===== config.mk =====
export PLATFORM = sky130hd
export DESIGN_NAME = combo_entry
export DESIGN_NICKNAME = d
export VERILOG_FILES = /design/src/rtl/combo_entry.sv
export SDC_FILE = /design/constraint.sdc
export NUM_CORES = 1
export LEC_CHECK = 0
export CORE_UTILIZATION = 50
export CTS_CLUSTER_SIZE = 28
export DETAILED_ROUTE_END_ITERATION = 8
export PLACE_DENSITY = 0.81
export SLEW_MARGIN = 20
export SYNTH_ARGS = -nofsm -noshare
export SYNTH_HDL_FRONTEND = slang
export SYNTH_SLANG_ARGS = --single-unit
export TNS_END_PERCENT = 100

===== constraint.sdc =====
create_clock -name CLK -period 3.91 [get_ports CLK]
set_clock_uncertainty 0.05 [all_clocks]
set_input_delay 0.9775 -clock CLK [delete_from_list [all_inputs] [get_ports CLK]]
set_output_delay 0.9775 -clock CLK [all_outputs]
set_load 0.03 [all_outputs]

===== src/rtl/combo_entry.sv =====
// combo_entry: collects three "set" digits and three "confirm" digits, hands
// them to the combination checker with a LOAD strobe, then acts on its result
// (match, retry, or lockout after repeated mismatches).
//
//   state   | meaning
//   --------+---------------------------------------------------------------
//   IDLE    | no digits held, waiting for the first ENTER
//   ENTRY   | 1-5 digits held, timeout counter running
//   LOAD    | all six digits held, LOAD strobe high for this cycle
//   RESULT  | checker result RES sampled at the end of this cycle
//   DONE    | combination matched, MATCH high until CLEAR
//   LOCKOUT | too many consecutive mismatches, inputs ignored until expiry
module combo_entry #(
  parameter int DIGIT_MAX      = 9,
  parameter int TIMEOUT_CYCLES = 50_000_000,
  parameter int MAX_FAIL       = 3,
  parameter int LOCKOUT_CYCLES = 100_000_000
) (
  input  logic       CLK,
  input  logic       RST_N,
  input  logic [4:0] DIGIT,
  input  logic       ENTER,
  input  logic       CLEAR,
  input  logic       RES,
  output logic [4:0] CHK1,
  output logic [4:0] CHK2,
  output logic [4:0] CHK3,
  output logic [4:0] CHK4,
  output logic [4:0] CHK5,
  output logic [4:0] CHK6,
  output logic       LOAD,
  output logic [2:0] COUNT,
  output logic       MATCH,
  output logic       FAIL,
  output logic       ERR,
  output logic       LOCKED
);

  localparam int TO_W = $clog2(TIMEOUT_CYCLES + 1);
  localparam int LK_W = $clog2(LOCKOUT_CYCLES + 1);
  localparam int FC_W = $clog2(MAX_FAIL + 1);

  localparam logic [TO_W-1:0] TO_LAST = TO_W'(TIMEOUT_CYCLES - 1);
  localparam logic [LK_W-1:0] LK_LAST = LK_W'(LOCKOUT_CYCLES - 1);
  localparam logic [FC_W-1:0] FC_MAX  = FC_W'(MAX_FAIL);
  localparam logic [4:0]      DIG_MAX = 5'(DIGIT_MAX);

  typedef enum logic [2:0] {
    S_IDLE, S_ENTRY, S_LOAD, S_RESULT, S_DONE, S_LOCKOUT
  } state_t;

  state_t          state, state_nxt;
  logic [4:0]      chk [6];
  logic [2:0]      count;
  logic [TO_W-1:0] to_cnt;
  logic [LK_W-1:0] lk_cnt;
  logic [FC_W-1:0] fail_cnt, fail_inc;
  logic            err_q, fail_q;
  logic            in_entry, take_digit, reject_digit, to_expire, lk_expire;

  // Qualify the ENTER/CLEAR strobes and the counter terminal counts.
  always_comb begin
    in_entry     = (state == S_IDLE) || (state == S_ENTRY);
    take_digit   = in_entry && ENTER && !CLEAR && (DIGIT <= DIG_MAX);
    reject_digit = in_entry && ENTER && !CLEAR && (DIGIT > DIG_MAX);
    // An ENTER landing on the expiry cycle wins over the timeout.
    to_expire    = (state == S_ENTRY) && !ENTER && (to_cnt == TO_LAST);
    lk_expire    = (state == S_LOCKOUT) && (lk_cnt == LK_LAST);
    fail_inc     = (fail_cnt == FC_MAX) ? fail_cnt : fail_cnt + FC_W'(1);
  end

  // State register; reset drops LOAD/MATCH/LOCKED immediately.
  always_ff @(posedge CLK or negedge RST_N) begin
    if (!RST_N) state <= S_IDLE;
    else        state <= state_nxt;
  end

  // Next-state decode.
  always_comb begin
    state_nxt = state;
    case (state)
      S_IDLE, S_ENTRY: begin
        if (CLEAR)           state_nxt = S_IDLE;
        else if (take_digit) state_nxt = (count == 3'd5) ? S_LOAD : S_ENTRY;
        else if (to_expire)  state_nxt = S_IDLE;
      end
      S_LOAD:   state_nxt = S_RESULT;
      S_RESULT: begin
        if (RES)                     state_nxt = S_DONE;
        else if (fail_inc == FC_MAX) state_nxt = S_LOCKOUT;
        else                         state_nxt = S_IDLE;
      end
      S_DONE:    if (CLEAR) state_nxt = S_IDLE;
      S_LOCKOUT: if (lk_expire) state_nxt = S_IDLE;
      default:   state_nxt = S_IDLE;
    endcase
  end

  // Digit storage, pulse registers and the timeout/lockout/fail counters.
  // Every path into IDLE or LOCKOUT discards the held digits.
  always_ff @(posedge CLK or negedge RST_N) begin
    if (!RST_N) begin
      for (int i = 0; i < 6; i++) chk[i] <= '0;
      count    <= '0;
      to_cnt   <= '0;
      lk_cnt   <= '0;
      fail_cnt <= '0;
      err_q    <= 1'b0;
      fail_q   <= 1'b0;
    end else begin
      err_q  <= reject_digit;
      fail_q <= (state == S_RESULT) && !RES;

      if (state_nxt == S_IDLE || state_nxt == S_LOCKOUT) begin
        for (int i = 0; i < 6; i++) chk[i] <= '0;
        count <= '0;
      end else if (take_digit) begin
        for (int i = 0; i < 6; i++)
          if (count == 3'(i)) chk[i] <= DIGIT;
        count <= count + 3'd1;
      end

      to_cnt <= (state == S_ENTRY && state_nxt == S_ENTRY && !ENTER)
                ? to_cnt + TO_W'(1) : '0;
      lk_cnt <= (state == S_LOCKOUT && state_nxt == S_LOCKOUT)
                ? lk_cnt + LK_W'(1) : '0;

      if (state == S_RESULT) fail_cnt <= RES ? '0 : fail_inc;
      else if (lk_expire)    fail_cnt <= '0;
    end
  end

  // Output decode from registered state and pulse flops.
  always_comb begin
    LOAD   = (state == S_LOAD);
    MATCH  = (state == S_DONE);
    LOCKED = (state == S_LOCKOUT);
    ERR    = err_q;
    FAIL   = fail_q;
    COUNT  = count;
    CHK1   = chk[0];
    CHK2   = chk[1];
    CHK3   = chk[2];
    CHK4   = chk[3];
    CHK5   = chk[4];
    CHK6   = chk[5];
  end

endmodule


---- After elaboration in Yosys (flattened, before gate mapping) ----
Index checks and enable logic that the tools add are counted.
storage, ports and cells
  register bits after elaboration ......... 93
operators by class
  $add $sub $neg .......................... 4
  magnitude comparators ................... 2
  equality and inequality tests ........... 16
  multiplexer cells ....................... 25
  reduce and logical (&&, ||, !) cells .... 34
operator list
  cell                                                                               number
  30-bit two-way mux                                                                 2
  5-bit two-way mux                                                                  6
  27-bit by 1-bit adder with 27-bit output (second input constant)                   1
  27-bit == test (second input constant)                                             1
  27-bit two-way mux                                                                 1
  3-bit two-way mux                                                                  9
  26-bit by 1-bit adder with 26-bit output (second input constant)                   1
  26-bit == test (second input constant)                                             1
  26-bit two-way mux                                                                 1
  2-bit nonzero test                                                                 8
  3-bit == test (second input constant)                                              5
  3-bit one-hot mux with 5 select lines                                              1
  3-bit by 2-bit == test with 1-bit output (second input constant)                   4
  2-bit AND reduction                                                                6
  1-bit logical AND                                                                  11
  2-bit two-way mux                                                                  5
  3-bit by 1-bit == test with 1-bit output (second input constant)                   3
  3-bit logical NOT                                                                  3
  5-bit by 4-bit > comparator with 1-bit output (second input constant)              1
  5-bit by 4-bit less-or-equal comparator with 1-bit output (second input constant)  1
  2-bit == test (second input constant)                                              2
  3-bit by 1-bit adder with 3-bit output (second input constant)                     1
  1-bit logical NOT                                                                  3
  2-bit by 1-bit adder with 2-bit output (second input constant)                     1
  other kinds (2)                                                                    3

---- Longest topological paths before layout ----
  depth in word-level cells ............... 12
  gate-level depth with buffers ........... 9

---- Worst setup path before layout ----
Ideal clock, no wire load.
  kind .................................... input -> register
  from .................................... in CLEAR
  to ...................................... reg chk, in the netlist CHK1[0]
  setup time .............................. 0.080 ns
  arrival ................................. 2.580 ns
  data required time ...................... 3.780 ns
  path slack .............................. 1.199 ns
  stages .................................. 7
  buffers on the path ..................... 2
  cell sequence ........................... or4b_4 > nor4_4 > nor2_2 > and4_4 > buf_6 > buf_12 > nor3_2
between the ends
  cells in the longest elaborated chain, start to end .. 10
  elaborated cells between the ends (all ways) .. 14
  those cells by class .................... 1 x eq/ne; 5 x mux; 8 x reduce/logical
RTL lines
  item                                                line  text
  start, declared                                     23    input logic CLEAR,
  1-bit logical NOT                                   64    take_digit = in_entry && ENTER && !CLEAR && (DIGIT <= DIG_MAX);
  1-bit logical AND (2 in a row)                      64
  3-bit two-way mux                                   84    else if (take_digit) state_nxt = (count == 3'd5) ? S_LOAD : S_ENTRY;
  3-bit two-way mux                                   83    if (CLEAR) state_nxt = S_IDLE;
  3-bit one-hot mux with 5 select lines               81    case (state)
  3-bit == test or 3-bit logical NOT (tied branches)  114   if (state_nxt == S_IDLE || state_nxt == S_LOCKOUT) begin
  1-bit logical OR                                    114
  2-bit nonzero test (no line)                        --
  2-bit AND reduction (no line)                       --
  end signal, assigned by index                       119   if (count == 3'(i)) chk[i] <= DIGIT;
  end, declared                                       53    logic [4:0] chk [6];
Parallel ways exist; a longest one is shown, timed or not.
A chain may end at the register's enable or synchronous reset.

---- Final worst setup path ----
  from .................................... in CLEAR
  to ...................................... reg chk, in the netlist CHK5[2]
The elaborated chain is that of the path after synthesis.

==> impl_metrics.py <==
metrics = {
    "global_routing": {
        "antenna_found_initial": 0,
        "grtUsageTotal_pct": 21.0,
        "first_global_vias": 3311,
        "grt_pass1_wl_um": 16000,
        "grt_max_degree": 44,
        "grt_overflow": 0,
    },
    "setup_path": {
        "critPathRequiredTime_ns": 4.09,
        "startpoint": "CLEAR",
        "end_kind": "register",
        "cp.arrival_ns": 3.43,
        "cp_slowest_cell": "or4b_4",
        "path_cells": "clkdlybuf4s50_1, or4b_4, nor3_1, buf_4, a22oi_2, a21oi_4, buf_4, nor3_2",
        "critPathMostFrequentCell": "buf_4",
        "cp-start-kind": "primary input",
        "rr_startpoint": "state[1]$_DFF_PN0_",
        "crit_fanout": 11,
        "slowest_delay_ns": 0.54,
        "crit_type": "in -> reg",
    },
    "clock_network": {
        "cts_tree": "yes",
        "ctsResizeCount": 0,
        "hold_buffers": 0,
        "cts.clk_slew.worst_paths_ns": 0.09,
        "cts_setup_buffers": 0,
        "cts_root_buffer": "clkbuf_8",
        "htreeDepth": 3,
        "cts_buffers": 9,
        "clk_latency_ns": 0.36,
        "cts_max_path_buffers": 2,
        "cts_sinks": 93,
    },
    "die": {
        "io_pins": 48,
        "num_rows": 34,
        "dieArea_um2": 9700,
        "die-height_um": 98.5,
        "die_w_um": 98.5,
        "core_area_um2": 8850,
        "start_util_pct": 52.6,
    },
    "yosys": {
        "synthTopCellsByCount": "dfrtp_1, nor2_1, xor2_1, nor3_2, nand2_1",
        "syn-cell-area_um2": 4650,
        "ys_seq_area_share_pct": 50.0,
        "synthTopCellsByArea": "dfrtp_1, xor2_1, nor3_2",
        "synth_top_area_share_pct": 50.0,
        "synth_largest_area_cell": "dfrtp_1",
        "synthDistinctLibCells": 49,
        "syn_avg_cell_area_um2": 10.8,
        "yosysMostFrequentCell": "dfrtp_1",
        "synth_nets": 447,
        "synth_cells": 430,
        "async_reset_ff_share_pct": 100,
        "synth_ff_type": "dfrtp_1",
        "synth_edf_count": 0,
        "synth.ff_latch_count": 93,
        "yosys_warnings": 0,
    },
    "sta": {
        "setup_viol": 0,
        "tns_ns": 0,
        "worst_slew_pin_slew_ns": 0.805,
        "timing.final.crit_period_ns": 3.24,
        "slew_violations": 0,
        "finalCritPeriodShare_pct": 82.9,
        "rsz0062_at_grt": "false",
        "slew_headroom_pct": 46.3,
        "timing_hold_violations_final": 0,
        "fmax_mhz": 309,
    },
    "finish": {
        "area_growth_pct": 17.0,
        "utilization_pct": 61.5,
        "final_cells": 596,
        "nNetsFinal": 500,
        "stdcell_area_um2": 5440,
        "antenna_cells": 0,
        "drive_above_1_share_pct": 14.3,
    },
    "min_path": {
        "min_path_type": "reg -> reg",
        "min_from": "to_cnt[0]$_DFF_PN0_",
    },
    "route": {
        "ant_nets": 0,
        "drt_wl_total_um": 9530,
        "route.detailed.wl_per_inst_um": 16.0,
        "drt-initial-drc-count": 159,
        "remaining_drc_errors": 0,
        "viasPerCell": 5.54,
        "dr.pass1.iters": 6,
        "routed-via-count": 3303,
    },
    "placed_design": {
        "dp.cells": 580,
        "hpwl_um": 6710,
        "numPortBuffers": 47,
        "gp_congestion": 0.829,
        "dpl_cell_area_um2": 5210,
    },
    "run": {
        "maxCapViolCount": 0,
    },
    "outcome": {
        "status": "finished clean",
    },
    "power": {
        "p_leak_uw": 0.00225,
        "peakVddDrop_uv": 178,
        "power_density_nw_per_um2": 325,
    },
}
## path summary, 6_finish.rpt
kind / endpoint / slack (ns) / cells past startpoint
min in group asynchronous: to_cnt[7]$_DFF_PN0_ / 0.53 / 1
setup / recovery: CHK5[2]$_DFFE_PN0P_ / 0.67 / 8
max in group asynchronous: CHK4[1]$_DFFE_PN0P_ / 2.45 / 2
hold / removal: to_cnt[0]$_DFF_PN0_ / 0.44 / 1
setup reg to reg: CHK5[2]$_DFFE_PN0P_ / 1.26 / 7
hold reg to reg: to_cnt[0]$_DFF_PN0_ / 0.44 / 1
## per-layer routing
| metal | part of all wire (%) | vias up | GRT usage, % |
|---|---|---|---|
| li1 | - | 1590 | - |
| met1 | 45 | 1645 | 27.2 |
| met2 | 50 | 54 | 35.5 |
| met3 | 3.8 | 14 | 4.18 |
| met4 | 1.2 | 0 | 6.66 |
| met5 | 0 | - | 0 |
## logic make-up after synthesis
logic type	after synthesis	synth area share (%)
DFF	93	50.0
and+or+nand+nor	214	27.0
buffers and inverters	27	3.92
xor gates and xnor gates	48	9.03
muxes	25	5.38
AOI/OAI and AO/OA	16	2.74
adders and majority gates	7	1.88
## cells in the final DEF (no fill, tap or decap), drive strengths merged, types with 2 or more instances in the layout
cell           instances
nand4b                 2
clkdlybuf4s50         46
nand2                 26
mux2i                 25
or4b                   4
nand3                 24
dfrtp                 93
nor3                  38
a21oi                  3
nand4                 18
nor2b                  2
and4                   6
ha                     7
nor2                  69
and3                   8
and2                   2
or3                    2
clkbuf                11
xnor2                 13
xor2                  35
nor4                   5
nor4b                  4
buf                   12
bufinv                 2
o21ai                  5
inv                   12
## layout make-up
class	instances	area, um^2
Clock buffer	11	151
Clock inverter	5	81.3
Fill cell	717	3400
Inverter	11	41.3
Multi-Input combinational cell	310	2140
Sequential cell	93	2330
Tap cell	108	135
Timing Repair Buffer	58	563
## registers in the layout, summed over array words and instances, names as in the netlist, 5 cells and up
name	cells
CHK1	5
to_cnt	26
CHK2	5
CHK4	5
lk_cnt	27
CHK3	5
CHK6	5
CHK5	5
## worst max-delay path, delay by kind of cell
kind,cells,cell delay (ns)
AOI/OAI and AO/OA,2,0.61
buffers and inverters,3,0.99
and+or+nand+nor,3,0.85
## where the power goes
group	internal, uW	leakage, uW	switching, uW	total [uW]
registers	963	0.00130	3.04	966
logic	21.3	0.000840	48.9	70.2
clock network	396	0.000116	336	733
total	1380	0.00225	388	1770
## per-stage QoR
step / power [uW] / setup WS [ns] / hold WS [ns]
CTS: 1780 / 0.685 / 0.441
floorplan: 1020 / 1.20 / 0.400
finish: 1770 / 0.669 / 0.440
detailed placement: 1060 / 0.312 / 0.429
global route: 1820 / 0.565 / 0.477
global placement: 1060 / 0.351 / 0.421
No activity file was read; power rests on OpenSTA's default activity.
